[config.mk]
export PLATFORM = sky130hd
export DESIGN_NAME = prog_counter_blink
export DESIGN_NICKNAME = d
export VERILOG_FILES = /design/src/rtl/prog_counter_blink.sv
export SDC_FILE = /design/constraint.sdc
export NUM_CORES = 1
export LEC_CHECK = 0
export ABC_AREA = 1
export CAP_MARGIN = 20
export CORE_UTILIZATION = 45
export DETAILED_ROUTE_END_ITERATION = 10
export PLACE_DENSITY = 0.71
export RECOVER_POWER = 25
export SYNTH_ARGS = -nofsm -noshare
export SYNTH_HDL_FRONTEND = slang
export SYNTH_SLANG_ARGS = --single-unit
[constraint.sdc]
create_clock -name CLK -period 2.6 [get_ports CLK]
set_input_delay 0.52 -clock CLK [delete_from_list [all_inputs] [get_ports CLK]]
set_output_delay 0.52 -clock CLK [all_outputs]
set_load 0.02 [all_outputs]
[src/rtl/prog_counter_blink.sv]
// Programmable-modulus 74x163-style up/down counter with a duty-threshold PWM output,
// a toggle flip-flop that flips on every wrap, and a one-cycle wrap pulse.
module prog_counter_blink #(
  parameter int          N        = 26,
  parameter int unsigned TERM_RST = 49_999_999
) (
  input  logic         CLK,
  input  logic         reset,
  input  logic         ENP,
  input  logic         ENT,
  input  logic         CLRb,
  input  logic         LDb,
  input  logic         up,
  input  logic [N-1:0] D,
  input  logic         term_we,
  input  logic [N-1:0] term_in,
  input  logic [N-1:0] thresh,
  output logic [N-1:0] q,
  output logic         rco,
  output logic         pwm,
  output logic         toggle,
  output logic         wrap
);

  localparam logic [N-1:0] TERM_INIT = N'(TERM_RST);

  logic [N-1:0] count_q, count_d;
  logic [N-1:0] term_q, term_d;
  logic         toggle_q, toggle_d;
  logic         wrap_q, wrap_d;

  always_comb begin
    term_d   = term_we ? term_in : term_q;
    count_d  = count_q;
    toggle_d = toggle_q;
    wrap_d   = 1'b0;
    if (!CLRb) begin
      count_d = '0;
    end else if (!LDb) begin
      count_d = D;
    end else if (ENP && ENT) begin
      // >= and > let the counter recover when q sits above a lowered terminal count
      if (up) begin
        if (count_q >= term_q) begin
          count_d  = '0;
          toggle_d = ~toggle_q;
          wrap_d   = 1'b1;
        end else begin
          count_d = count_q + 1'b1;
        end
      end else begin
        if (count_q == '0 || count_q > term_q) begin
          count_d  = term_q;
          toggle_d = ~toggle_q;
          wrap_d   = 1'b1;
        end else begin
          count_d = count_q - 1'b1;
        end
      end
    end
  end

  always_ff @(posedge CLK or posedge reset) begin
    if (reset) begin
      count_q  <= '0;
      term_q   <= TERM_INIT;
      toggle_q <= 1'b0;
      wrap_q   <= 1'b0;
    end else begin
      count_q  <= count_d;
      term_q   <= term_d;
      toggle_q <= toggle_d;
      wrap_q   <= wrap_d;
    end
  end

  assign q      = count_q;
  assign toggle = toggle_q;
  assign wrap   = wrap_q;
  assign rco    = ENT & (up ? (count_q == term_q) : (count_q == '0));
  assign pwm    = (count_q >= thresh);

endmodule

# After elaboration in Yosys (flattened, before gate mapping)
# Index checks and enable logic that the tools add are counted.
# W data, S select, Z words.
classes:
  add_sub_neg: 2
  n_lt_le_gt_ge: 3
  eq_ne: 3
  mux: 16
  bitwise: 2
  reduce_logical: 5
ops:
  columns: ["cell", "n"]
  rows:
  - ["$mux W26", 6]
  - ["$ge A26 B26 Y1", 2]
  - ["$add A26 B1 Y26 const B", 1]
  - ["$eq A26 B26 Y1", 1]
  - ["$gt A26 B26 Y1", 1]
  - ["$logic_not A26 Y1", 1]
  - ["$sub A26 B1 Y26 const B", 1]
  - ["$mux W1", 10]
  - ["$reduce_and A5 Y1", 1]
  - ["$ne A3 B2 Y1 const B", 1]
  - ["$ne A2 B1 Y1 const B", 1]
  - ["$reduce_bool A2 Y1", 1]
  - ["$and A1 B1 Y1", 1]
  - ["$logic_and A1 B1 Y1", 1]
  - ["$logic_or A1 B1 Y1", 1]
  - ["$not A1 Y1", 1]
word_totals:
  reg_bits: 54
  output_inout_bits: 30

# Depth between registers and ports, before layout
# Gate-level depths: netlist (run 1).
depth:
  word_depth: 7
  ltp_mapped: 18
  mapped_depth_nobuf: 17

# Worst setup path after synthesis (run 1)
# No wires, ideal clock.
synth_path:
  kind: "register to output"
  startpoint: "register count_q[0], in the netlist q[0]"
  endpoint: "output rco"
  arrival_time_ps: 1923
  required_ps: 2080
  setup_slack_ps: 157
  path_stages_with_launch: 11
  path_buffers: 0
  cell_sequence: "dfrtp_1 -> inv_1 -> ha_1 -> nand2_4 -> nor2_4 -> nand2_4 -> nor2_8 -> nand4_4 -> nand2_1 -> nand2_1 -> nor2_1"
synth_between:
  elab_chain_len: 3
  word_cells_on_any_way: 4
  classes_between: "1 x eq/ne; 1 x mux; 1 x bitwise; 1 x reduce/logical"
synth_rtl:
  columns: ["item", "line", "rtl"]
  rows:
  - ["start, declared", "27", "logic [N-1:0] count_q, count_d;"]
  - ["start signal, assigned", "70", "count_q <= count_d;"]
  - ["$eq A26 B26 Y1 or $logic_not A26 Y1 (tied branches)", "80", "assign rco = ENT & (up ? (count_q == term_q) : (count_q == '0));"]
  - ["$mux W1 *", "80", null]
  - ["$and A1 B1 Y1 *", "80", null]
  - ["end, declared", "19", "output logic rco,"]
# Every way passes the cells marked *; elsewhere a longest branch is shown, timed or not.

# Final worst setup path (run 1)
layout_path:
  startpoint: "input thresh[24]"
  endpoint: "output pwm"
layout_between:
  elab_chain_len: 1
layout_rtl:
  columns: ["item", "line", "rtl"]
  rows:
  - ["start, declared", "17", "input logic [N-1:0] thresh,"]
  - ["$ge A26 B26 Y1", "81", "assign pwm = (count_q >= thresh);"]
  - ["end, declared", "20", "output logic pwm,"]
# No other way between the ends.

==> impl_metrics.ini, run 1 <==
[status]
outcome = finished, violations left
violations = negative setup slack

[synth]
synth_top_family_by_area = simple AND/OR/NAND/NOR gates
synth.net_count = 1043
synthXorXnorAreaFrac = 0.0644
postSynthAreaPerCell_sq_um = 6.33
synth_fa_ha_area_frac = 0.118
yosys_warnings = 0
synth_compound_area_frac = 0.0749
seq_area_frac_synth = 0.240
ys_ff_latch = 54
syn_area_sq_mm = 0.00571
muxShareOfSynthArea = 0.00197
post_synth_num_cell_types = 40
synthSimpleGateAreaFrac = 0.390
netlist_instances = 903

[finish]
drive_gt1_frac = 0.219
n_antenna_cell = 0
area.growth.synth_to_final_pct = 46.5
nets = 1252
stdcell_area_sq_mm = 0.00837
fin_util = 0.685
nFillCells = 1129
instances_no_fill = 1281

[worst_hold_path]
hold_class = flip-flop to flip-flop

[floorplanning]
fp.dieH_um = 115
io_pins = 116
die_area_sq_mm = 0.0132
num_rows = 40
core_sq_mm = 0.0122
start_util = 0.468
die_w_um = 115

[route]
wl_um = 18600
vias_per_cell = 4.99
via_count = 6388
first_iter_violations = 405
drc_errors = 0
ant_nets = 0
firstDrtPassIters = 5
wl_per_cell_um = 14.5

[timing]
hold_viol = 0
fmax_ghz = 0.379
report.final.slew_viol_count = 0
setup_violations = 1
tightest_slew_ns = 1.15
setup_slack_ns = -0.0376
rsz0062_at_grt = yes
max_slew_margin = 0.230
fin_crit_sh = 1.01
post-route-min-period_ns = 2.64
hold_ws_ns = 0.474
fin_skew_ns = 0.00737

[global_routing]
antenna_found_initial = 0
grt_first_pass_wirelength_um = 30200
grt_max_degree = 28
grt_usage = 0.295
gr-total-overflow = 0
grt_pass1_vias = 6239

[critical_path]
critical_path_peak_fanout = 3
crit_type = primary input to output pin
setup.worst_path.end = pwm
r2r-start = term_q[6]
end_kind = output pin
crit_path_start_kind = primary input
timing.rr.end = q[8]
reg2regPathDepth = 17
worstSetupStartpoint = thresh[24]
worstPathRequired_ns = 2.08
r2r_slack_ns = 0.17
critical_path_arrival_ns = 2.12

[clocking]
cts_sinks = 54
tritoncts = done
root_buffer = clkbuf_16
cts.clk_slew.worst_paths_ns = 0.07
cts_hold_buf = 0
cts_buffers = 5
clock_latency_ns = 0.31
htreeDepth = 2
cts.path.max_buffers = 2

[pwr]
vdd_drop_max_mv = 0.275
power.density_mw_per_mm2 = 435
p_leak_nw = 4.21

[place]
io_buffers = 115
placed_area_sq_mm = 0.00782
hpwl_um = 14400
pre_cts_ws_ns = -0.816
place_inst = 1269
gp_congestion = 0.963

[run]
maxCapViolCount = 0
## synthesized netlist by cell type, drive strengths merged
cell type  number  area share
nand2         273        0.18
nor2          135        0.10
inv           113       0.074
nand3          73       0.064
ha             54        0.12
o21ai          51       0.045
dfrtp          36        0.16
xor2           31       0.048
a21oi          24       0.021
buf            22       0.023
clkbuf         18       0.012
dfstp          18       0.083
nor3           13       0.014
nand4          12       0.016
xnor2          11       0.017
nor4            5      0.0055
clkinv          2      0.0013
or2             2      0.0022
a21boi          1      0.0013
a21o            1      0.0013
a221oi          1      0.0015
a31oi           1      0.0011
and2            1      0.0011
mux2            1      0.0020
nand2b          1      0.0011
o211ai          1      0.0013
o21a            1      0.0013
o21bai          1      0.0013
## critical path, stage by stage
cell,delay (ns)
clkdlybuf4s50_1,0.47
inv_1,0.04
ha_1,0.31
nand2_2,0.11
buf_6,0.11
nor2_1,0.04
a221oi_2,0.26
nand3_2,0.12
buf_6,0.14
## area by class of cell
cell class	instances	area (sq um)	share of cell area
inverters	115	432	0.0516
clock inverters	1	5.00	0.000598
well taps	168	210	0.0251
repair buffers	242	2130	0.254
flip-flops and latches	54	1370	0.164
multi-input cells	694	4080	0.487
clock buffers	7	143	0.0170
## where the power goes
part,switching (mW),internal (mW)
sequential,0.0661,0.941
combinational,1.04,0.881
clock,0.329,0.384
## stage by stage
stage	total power, mW	setup TNS (ns)
after detailed placement	2.79	-1.04
after global placement	2.76	-0.994
after floorplan	2.03	0
after global routing	3.90	-0.233
after CTS	3.60	-0.000240
final	3.64	-0.0376
## worst min path at each step
| stage | startpoint | to | cells after the start |
|---|---|---|---|
| 6_report | toggle | toggle | 1 |
| 5_1_grt | toggle | toggle | 1 |
| 4_1_cts | toggle | toggle | 1 |
| 3_5_place_dp | toggle | toggle | 1 |
| 3_3_place_gp | toggle | toggle | 1 |
| 2_1_floorplan | term_q[12] | term_q[12] | 2 |
## sequential cells by signal, indices dropped and copies added, names as in the netlist
name / flops
wrap: 1
q: 26
toggle: 1
term_q: 26
## cells in the final DEF (no fill, tap or decap), types with 5 or more instances in the layout
cell type,netlist,layout
a21oi_1,24,19
a21oi_2,0,5
buf_4,1,116
buf_6,3,7
clkbuf_16,0,5
clkdlybuf4s50_1,0,98
dfrtp_1,36,36
dfstp_2,18,18
dlygate4sd2_1,0,11
ha_1,54,37
ha_4,0,15
inv_1,111,102
inv_2,2,11
nand2_1,267,249
nand2_2,3,20
nand3_1,73,71
nand4_1,11,11
nor2_1,125,119
nor2_2,4,8
nor2_4,4,6
nor3_1,10,10
o21ai_0,46,39
o21ai_1,5,8
xnor2_1,11,11
xor2_1,31,31
## cells by family after synthesis
logic type                 after synthesis
muxes                                    1
buffers and inverters                  155
DFF                                     54
AOI/OAI and AO/OA                       82
xor gates and xnor gates                42
and+or+nand+nor                        515
adders and majority gates               54
## routing by layer
metal,track usage,vias to the layer above,part of all wire
li1,-,3255,-
met1,0.377,2930,0.45
met2,0.508,176,0.48
met3,0.0434,27,0.048
met4,0.0970,0,0.024
met5,0,-,0
## timing repair
item | CTS | global route
buffers inserted | 2 | 3
gates resized for setup | 80 | 31
pin swaps | 34 | 25
endpoints found under the setup margin | 2 | 24
Power figures use the tool's default switching activity.
==> inputs of run 2 (changes only) <==
Settings changed: CTS_CLUSTER_DIAMETER from default to 200.
==> results of run 2 <==
No change in the layout: final DEF, timing and power equal those of run 1.
==> inputs of run 3 (changes only) <==
--- a/config.mk
+++ b/config.mk
@@ -11,6 +11,7 @@
 export CTS_CLUSTER_DIAMETER = 200
 export DETAILED_ROUTE_END_ITERATION = 10
+export MAX_ROUTING_LAYER = met4
 export PLACE_DENSITY = 0.71
-export RECOVER_POWER = 25
+export RECOVER_POWER = 100
 export SYNTH_ARGS = -nofsm -noshare
 export SYNTH_HDL_FRONTEND = slang
==> constraint.sdc (replaced) <==
create_clock -name CLK -period 2.6 [get_ports CLK]
set_input_delay 0.65 -clock CLK [delete_from_list [all_inputs] [get_ports CLK]]
set_output_delay 0.65 -clock CLK [all_outputs]
set_load 0.02 [all_outputs]
==> impl_metrics.ini, run 3 (synthesized netlist as in run 1, its figures left out) <==
[finish]
nets = 1279
n_antenna_cell = 0
nFillCells = 1073
final_cell_mix = 245 x nand2_1, 142 x buf_4, 116 x nor2_1
area.growth.synth_to_final_pct = 55.3
multi_input_area_sq_mm = 0.00437
fin_util = 0.727
drive_gt1_frac = 0.278
seq_area_sq_mm = 0.00137
final_common_cell = nand2_1

[pwr]
p_sw_mw = 1.57
vdd_drop_max_mv = 0.286
p_int_mw = 2.38
combPwrFrac = 0.540
p_clk_frac = 0.204
p_leak_nw = 4.48
power.density_mw_per_mm2 = 445
seq_power_share = 0.257
p_sw_frac = 0.396

[clocking]
cts.clk_slew.worst_paths_ns = 0.08
htreeDepth = 2
cts_sinks = 54
clock_latency_ns = 0.31
cts_hold_buf = 0
root_buffer = clkbuf_16
cts_buffers = 5
tritoncts = done
cts.path.max_buffers = 2

[timing]
fin_skew_ns = 0.00871
report.final.slew_viol_count = 0
post-route-min-period_ns = 2.68
fmax_ghz = 0.373
setup_violations = 4
setup_slack_ns = -0.0820
tightest_slew_ns = 1.41
rsz0062_at_grt = yes
max_slew_margin = 0.0605
hold_viol = 0
fin_crit_sh = 1.03

[critical_path]
max_stage_delay_ns = 0.32
slowest_stage = nor4_4
worstPathRequired_ns = 1.95
path_cells = dlygate4sd2_1 -> inv_1 -> ha_1 -> nand2_2 -> buf_6 -> nor4_4 -> nand3_2 -> nand3_2 -> buf_6
timing.rr.end = q[4]
crit_type = primary input to output pin
r2r_slack_ns = -0.02
path_depth = 9
worstSetupStartpoint = thresh[20]
setup.worst_path.end = pwm
crit_path_start_kind = primary input
critical_path_peak_fanout = 3
cpLargestDelayFamily = simple AND/OR/NAND/NOR gates
end_kind = output pin
r2r-start = q[9]
critical_path_arrival_ns = 2.03
cp_num_buf_inv = 4
reg2regPathDepth = 14

[place]
hpwl_um = 14300
io_buffers = 115
gp_congestion = 1.01
pre_cts_ws_ns = -1.07

[route]
wl_um = 19900
vias_per_cell = 5.07
wl_per_cell_um = 15.2
first_iter_violations = 340
firstDrtPassIters = 5
drc_errors = 0
via_count = 6634
ant_nets = 0

[floorplanning]
die_area_sq_mm = 0.0132
die_w_um = 115
fp.dieH_um = 115
core_sq_mm = 0.0122
start_util = 0.468
io_pins = 116
num_rows = 40

[run]
maxCapViolCount = 0

[worst_hold_path]
hold_class = flip-flop to flip-flop
hold_depth = 1

[status]
outcome = finished, violations left
violations = negative setup slack

[global_routing]
grt_usage = 0.323
antenna_found_initial = 0
grt_first_pass_wirelength_um = 32100
grt_pass1_vias = 6727
gr-total-overflow = 0
grt_max_degree = 55
==> run 3: cell count changes in the layout (fill, tap and decap cells not counted), moves of 7 or more <==
cell	delta
clkdlybuf4s50_1	-41
dlygate4sd3_1	+28
buf_4	+26
inv_1	-17
inv_2	+16
ha_1	-15
ha_4	+14
nand2_4	+9
dlygate4sd2_1	+7
==> run 3: routing by layer <==
metal / global-route usage / share of wire
met1: 0.389 / 0.43
met2: 0.558 / 0.50
met3: 0.0312 / 0.046
met4: 0.124 / 0.024
met5: - / 0
==> run 3: cell type report <==
cell class | count | share of cell area
clock buffer | 5 | 0.0141
clock inverter | 3 | 0.00451
inverter | 115 | 0.0486
multi-input combinational | 694 | 0.493
sequential | 54 | 0.155
tap | 168 | 0.0237
timing repair buffer | 269 | 0.262
==> run 3: what timing repair did <==
item	in CTS	in global routing
gates cloned	0	1
buffers inserted	16	5
pin swaps	72	22
gates resized for setup	171	25
endpoints found under the setup margin	2	20
==> run 3: worst min path at each step <==
stage               startpoint    endpoint  slack (ns)
floorplan           term_q[12]  term_q[12]        0.48
global placement        toggle      toggle        0.46
detailed placement      toggle      toggle        0.47
CTS                     toggle      toggle        0.48
global route            toggle      toggle        0.50
finish                  toggle      toggle        0.47
==> run 3: worst register-to-register path: cells and delay by family, from the launching register on <==
| kind | cells | cell delay, ns |
|---|---|---|
| AO/OA/AOI/OAI | 1 | 0.33 |
| adder cells (fa/ha/maj) | 1 | 0.32 |
| flip-flops | 1 | 0.42 |
| AND/OR/NAND/NOR | 10 | 1.06 |
| buffers and inverters | 2 | 0.40 |
==> run 3: power groups by stage <==
| stage | Combinational [mW] | Clock (mW) | Sequential (mW) |
|---|---|---|---|
| after global routing | 2.33 | 0.828 | 1.02 |
| after global placement | 1.78 | 0 | 1.01 |
| after detailed placement | 1.80 | 0 | 1.02 |
| after CTS | 2.05 | 0.808 | 1.01 |
| after floorplan | 0.949 | 0 | 1.08 |
| final | 2.13 | 0.804 | 1.01 |
==> run 3: stage by stage <==
step / area, sq um / hold slack (ns) / std cells / TNS, ns / power, mW
global placement: 7910 / 0.463 / 1279 / -1.39 / 2.79
global route: 8870 / 0.496 / 1308 / -2.14 / 4.18
finish: 8870 / 0.468 / 1308 / -0.168 / 3.95
detailed placement: 7910 / 0.469 / 1279 / -1.47 / 2.82
CTS: 8760 / 0.481 / 1302 / -0.165 / 3.87
floorplan: 5710 / 0.483 / 903 / 0 / 2.03
